$ cat src/rtl/future_pkg.sv
// Shared widths, FSM state encoding and mux select masks for the FUTURE round controller.
package future_pkg;

    localparam int FUTURE_BLOCK_W = 64;
    localparam int FUTURE_ROUNDS  = 10;
    localparam int FUTURE_CNT_W   = 4;

    typedef enum logic [1:0] {
        ST_IDLE  = 2'd0,
        ST_LOAD  = 2'd1,
        ST_ROUND = 2'd2,
        ST_DONE  = 2'd3
    } future_state_e;

    localparam logic [FUTURE_BLOCK_W-1:0] SEL_LOAD = '1;
    localparam logic [FUTURE_BLOCK_W-1:0] SEL_FEED = '0;

endpackage

$ cat src/rtl/future_round_ctrl.sv
// Round controller and state register for the FUTURE cipher, driving mux2x1_64bit.
// Optional FUTURE_ABORT_EN adds an 'abort' input that synchronously returns the block to IDLE.
//
// state | meaning
// IDLE  | ready for plaintext; captures in_data into the load register
// LOAD  | mux selects the load register into the state register
// ROUND | mux feeds round function output back; counter walks 0..NUM_ROUNDS-1
// DONE  | ciphertext presented on out_data until out_ready
module future_round_ctrl
    import future_pkg::*;
#(
    parameter int DATA_W     = FUTURE_BLOCK_W,
    parameter int NUM_ROUNDS = FUTURE_ROUNDS,
    parameter int CNT_W      = FUTURE_CNT_W
) (
    input  logic              clk,
    input  logic              rst_n,
    input  logic              in_valid,
    output logic              in_ready,
    input  logic [DATA_W-1:0] in_data,
    output logic [DATA_W-1:0] mux_a,
    output logic [DATA_W-1:0] mux_b,
    output logic [DATA_W-1:0] mux_s,
    input  logic [DATA_W-1:0] mux_c,
    output logic [DATA_W-1:0] rf_in,
    input  logic [DATA_W-1:0] rf_out,
    output logic [CNT_W-1:0]  rf_round,
    output logic              rf_last,
    output logic              out_valid,
    input  logic              out_ready,
    output logic [DATA_W-1:0] out_data
`ifdef FUTURE_ABORT_EN
    ,
    input  logic              abort
`endif
);

    future_state_e     r_fsm;
    logic [DATA_W-1:0] r_load;
    logic [DATA_W-1:0] r_data;
    logic [CNT_W-1:0]  r_cnt;
    logic              w_last;
    logic              w_abort;

`ifdef FUTURE_ABORT_EN
    assign w_abort = abort;
`else
    assign w_abort = 1'b0;
`endif

    assign w_last = (r_fsm == ST_ROUND) && (r_cnt == CNT_W'(NUM_ROUNDS - 1));

    always_ff @(posedge clk or negedge rst_n) begin
        if (!rst_n) begin
            r_fsm  <= ST_IDLE;
            r_load <= '0;
            r_data <= '0;
            r_cnt  <= '0;
        end else if (w_abort) begin
            r_fsm  <= ST_IDLE;
            r_load <= '0;
            r_data <= '0;
            r_cnt  <= '0;
        end else begin
            case (r_fsm)
                ST_IDLE: begin
                    if (in_valid) begin
                        r_load <= in_data;
                        r_fsm  <= ST_LOAD;
                    end
                end
                ST_LOAD: begin
                    r_data <= mux_c;
                    r_cnt  <= '0;
                    r_fsm  <= ST_ROUND;
                end
                ST_ROUND: begin
                    r_data <= mux_c;
                    if (w_last) begin
                        r_cnt <= '0;
                        r_fsm <= ST_DONE;
                    end else begin
                        r_cnt <= r_cnt + 1'b1;
                    end
                end
                ST_DONE: begin
                    if (out_ready) begin
                        r_fsm <= ST_IDLE;
                    end
                end
                default: r_fsm <= ST_IDLE;
            endcase
        end
    end

    assign in_ready  = (r_fsm == ST_IDLE);
    assign out_valid = (r_fsm == ST_DONE);
    assign out_data  = r_data;
    assign mux_a     = r_load;
    assign mux_b     = rf_out;
    assign mux_s     = (r_fsm == ST_ROUND) ? DATA_W'(SEL_FEED) : DATA_W'(SEL_LOAD);
    assign rf_in     = r_data;
    assign rf_round  = r_cnt;
    assign rf_last   = w_last;

endmodule
$ cat config.mk
export PLATFORM = sky130hd
export DESIGN_NAME = future_round_ctrl
export DESIGN_NICKNAME = d
export VERILOG_FILES = /design/src/rtl/future_pkg.sv /design/src/rtl/future_round_ctrl.sv
export SDC_FILE = /design/constraint.sdc
export NUM_CORES = 1
export LEC_CHECK = 0
export ABC_AREA = 1
export ABC_CLOCK_PERIOD_IN_PS = 3250
export CORE_AREA = 2 2 201 203
export CTS_BUF_LIST = sky130_fd_sc_hd__clkbuf_2
export DETAILED_ROUTE_END_ITERATION = 16
export DIE_AREA = 0 0 203 205
export GPL_TIMING_DRIVEN = 1
export PLACE_DENSITY = 0.51
export SLEW_MARGIN = 20
export SYNTH_ARGS = -nofsm -noshare
export SYNTH_HDL_FRONTEND = slang
export SYNTH_SLANG_ARGS = --single-unit
$ cat constraint.sdc
create_clock -name clk -period 3.25 [get_ports clk]
set_input_delay 0.325 -clock clk [delete_from_list [all_inputs] [get_ports clk]]
set_output_delay 0.325 -clock clk [all_outputs]
set_load 0.02 [all_outputs]
==> results.env <==
DIE_AREA_UM2=41600
IOPINCOUNT=523
CLOCKROOTBUFFER='sky130_fd_sc_hd__clkbuf_2'
POWER_DENSITY_nW_PER_UM2=1080
CRITICAL_PATH.SLOWEST_CELL='sky130_fd_sc_hd__clkdlybuf4s50_1'
WL_PER_CELL_UM=14.1
DR_TOTAL_VIAS=5337
HOLDCRITPATHCLASS='primary input to flop'
MAX-VDD-IR-DROP_V=0.000443
STATIC_LEAKAGE_nW=4.90
POST_SYNTH_INST_COUNT=651
TIMING.CRITICAL_PATH.FROM_TYPE='flop'
FIN_TNS_SETUP_NS=0
FINAL_CYCLE_SHARE=0.910
POST_SYNTH_INSTANCE_AREA_UM2=6670
MOST-COMMON-LAYOUT-CELLS='sky130_fd_sc_hd__clkdlybuf4s50_1 (393), sky130_fd_sc_hd__nand2_1 (208), sky130_fd_sc_hd__dfrtp_1 (134), sky130_fd_sc_hd__dlygate4sd3_1 (128), sky130_fd_sc_hd__mux2_2 (59)'
CTS-HTREE-LEVELS=4
NUMBER_OF_CTS_INSERTED_BUFFERS=17
DRIVE_ABOVE_1_SHARE=0.106
FINAL_SETUP_VIOLATION_COUNT=0
SYNTH_TOP_AREA_SHARE=0.502
PLACEMENT.SETUP.WORST_SLACK_NS=0.999
CLK_PIN_SLEW_NS=0.24
CRIT_REQUIRED_NS=2.92
ARRIVAL_TIME_AT_THE_WORST_ENDPOINT_NS=2.63
POSTCTSSETUPBUFFERS=0
MAXCLOCKFREQUENCY_MHz=338
DRT_FIRST_ITER_VIOLATIONS=153
YOSYSSEQAREASHARE=0.502
GLOBAL_ROUTE_WIRE_LENGTH_BEFORE_REPAIR_UM=31400
POWER.TOTAL_W=0.0123
FINAL_CELL_AREA_UM2=11300
YOSYS_WARNINGS=0
YOSYS-TOP-CELLS-AREA='sky130_fd_sc_hd__dfrtp_1 (50%), sky130_fd_sc_hd__buf_4 (22%), sky130_fd_sc_hd__nand2_1 (12%)'
SYNTH_SEQ_CELLS=134
CLOCK_LATENCY_NS=0.79
WORSTMARGINPINSLEW_NS=0.933
AREAGROWTHSYNTHTOFINISH_PCT=69.9
CTS-ROOT-TO-SINK-BUFFERS=2
GRT.TOTAL_USAGE=0.101
TIMING.CRITICAL_PATH.CELLS='inv_1 > ha_1 > clkinv_1 > clkbuf_8 > clkdlybuf4s50_1'
NET_COUNT_SYNTH=853
CRITPATHMAXSTAGEDELAY_NS=0.68
LAYOUT.NETS=1187
TIMING.CRITICAL_PATH.MAX_DELAY_FAMILY='buffers and inverters'
OVERFLOW=0
P_SWITCHING_W=0.00557
TIMING.FINAL.MAX_SLEW_VIOLATIONS=0
STATUS='completed'
SEQ_POWER_SHARE=0.253
FINAL.MIN_CLOCK_PERIOD_NS=2.96
DRTANTENNAVIOLNETS=0
CAP_VIOLATIONS=0
POST-ROUTE-DRC-COUNT=0
SETUP_WS_NS=0.293
STD_CELL_ROWS=73
CRITICALPATHCATEGORY='flop to output pin'
FP.DIEH_UM=205
INITIAL_UTILIZATION=0.170
DRT_PASS1_ITERATIONS=4
FINCLKSKEW_NS=0.0300
P_CLK_FRAC=0.100
LARGEST_NET_DEGREE_AT_THE_START_OF_GLOBAL_ROUTING=75
FINAL_HOLD_VIOL_COUNT=0
CRITPATHCAPTURETYPE='output pin'
FLOORPLAN.CORE_AREA_UM2=39400
GRT_PASS1_VIAS=5357
TRITONCTS='done'
INTPOWER_W=0.00673
SWITCHING_PART_OF_THE_TOTAL_POWER=0.453
GRT_ANTENNA_BEFORE_REPAIR=2
DIE_W_UM=203
CP.BUFFERS_INVERTERS=4
SYNTHDISTINCTLIBCELLS=19
FINAL_HOLD_SLACK_NS=0.138
POST_SYNTH.CELL_AREA_AVG_UM2=10.3
PLACE.GP.CONGESTION=0.700
DRT_WL_TOTAL_UM=21500
LAYOUT.CELLS.MOST_COMMON='sky130_fd_sc_hd__clkdlybuf4s50_1'
IO_BUFFERS=394
COMB_POWER_SHARE=0.647
PATH_MAX_FANOUT=64
HPWL_UM=15100
SYNTH_AREA_LEADER_CELL='sky130_fd_sc_hd__dfrtp_1'
PLACED_CELL_AREA_UM2=9740
MAX_SLEW_MARGIN=0.378
COUNT_OF_CLOCK_TREE_SINKS=134
DETAIL_ROUTE.VIAS_PER_CELL=3.50
[kinds of logic after synthesis]
logic type,after synthesis,share of synthesized area
AO/OA/AOI/OAI,3,0.00262
XOR/XNOR,1,0.00131
buffers and inverters,224,0.245
multiplexers,64,0.111
flip-flops,134,0.502
adder cells (fa/ha/maj),6,0.0112
AND/OR/NAND/NOR,219,0.126
[final cells by class]
| type | instances | area [um2] |
|---|---|---|
| diodes | 4 | 10.0 |
| clock buffers | 18 | 90.1 |
| clock inverters | 14 | 186 |
| fillers | 4089 | 28000 |
| inverters | 12 | 45.0 |
| multi-input cells | 293 | 1700 |
| flip-flops and latches | 134 | 3350 |
| well taps | 525 | 657 |
| repair buffers | 527 | 5300 |
[worst paths after layout]
| path | from | endpoint | slack [ns] | cells past startpoint |
|---|---|---|---|---|
| hold reg to reg | out_data[1]$_DFFE_PN0P_ | out_data[1]$_DFFE_PN0P_ | 0.53 | 2 |
| hold / removal | mux_c[63] | out_data[63]$_DFFE_PN0P_ | 0.14 | 3 |
| min in group asynchronous | rst_n | mux_a[36]$_DFFE_PN0P_ | 0.62 | 4 |
| setup reg to reg | r_fsm[0]$_DFFE_PN0P_ | out_data[6]$_DFFE_PN0P_ | 1.14 | 6 |
| max in group asynchronous | rst_n | out_data[57]$_DFFE_PN0P_ | 2.20 | 4 |
| setup / recovery | r_fsm[0]$_DFFE_PN0P_ | mux_s[6] | 0.29 | 5 |
[sequential cells by signal, summed over array words and instances (netlist names)]
register  cells
mux_a        64
out_data     64
r_fsm         2
rf_round      4
[through the flow]
step / utilization / std cells
floorplan: - / 651
global route: 0.288 / 1527
detailed placement: 0.247 / 1362
finish: 0.288 / 1527
CTS: 0.288 / 1523
global placement: 0.247 / 1362
[worst reg2reg max path, stage by stage (launching register included)]
cell and delay (ns):
sky130_fd_sc_hd__dfrtp_1 0.46, sky130_fd_sc_hd__inv_1 0.15, sky130_fd_sc_hd__ha_4 0.23, sky130_fd_sc_hd__inv_2 0.64, sky130_fd_sc_hd__buf_4 0.41, sky130_fd_sc_hd__nand2_1 0.10, sky130_fd_sc_hd__nand2_1 0.06
[cells in the mapped netlist]
library cell and n:
sky130_fd_sc_hd__nand2_1 208, sky130_fd_sc_hd__or2_2 1, sky130_fd_sc_hd__a21oi_1 1, sky130_fd_sc_hd__buf_4 194, sky130_fd_sc_hd__buf_2 6, sky130_fd_sc_hd__clkbuf_8 6, sky130_fd_sc_hd__inv_1 12, sky130_fd_sc_hd__mux2_4 5
sky130_fd_sc_hd__nand3_1 3, sky130_fd_sc_hd__o21ai_0 1, sky130_fd_sc_hd__dfrtp_1 134, sky130_fd_sc_hd__nor2_1 3, sky130_fd_sc_hd__o21bai_1 1, sky130_fd_sc_hd__ha_1 6, sky130_fd_sc_hd__xor2_1 1, sky130_fd_sc_hd__clkbuf_1 6
sky130_fd_sc_hd__nand2_4 1, sky130_fd_sc_hd__nand4_1 3, sky130_fd_sc_hd__mux2_2 59
[power by group through the flow]
stage	clock (W)	combinational, W	sequential (W)
3_3_place_gp	0	0.00794	0.00313
5_1_grt	0.00140	0.00853	0.00323
4_1_cts	0.00134	0.00813	0.00313
2_1_floorplan	0	0.00419	0.00407
3_5_place_dp	0	0.00797	0.00315
6_report	0.00123	0.00796	0.00311
[routing by layer]
layer / routed length [um] / global-route usage / vias to the layer above / share of wire
met5: 0 / 0 / - / 0
met4: 556 / 0.0459 / 0 / 0.026
met3: 1760 / 0.0371 / 39 / 0.082
met2: 11300 / 0.182 / 279 / 0.53
met1: 7880 / 0.104 / 2510 / 0.37
li1: - / - / 2509 / -
[what timing repair did]
action / CTS / global route
hold buffers: 129 / 0
pin swaps: 0 / 0
resized for setup: 1 / 1
endpoints found under the hold margin: 260 / 0
endpoints found under the setup margin: 64 / 3
(Power assumes the default switching activity.)
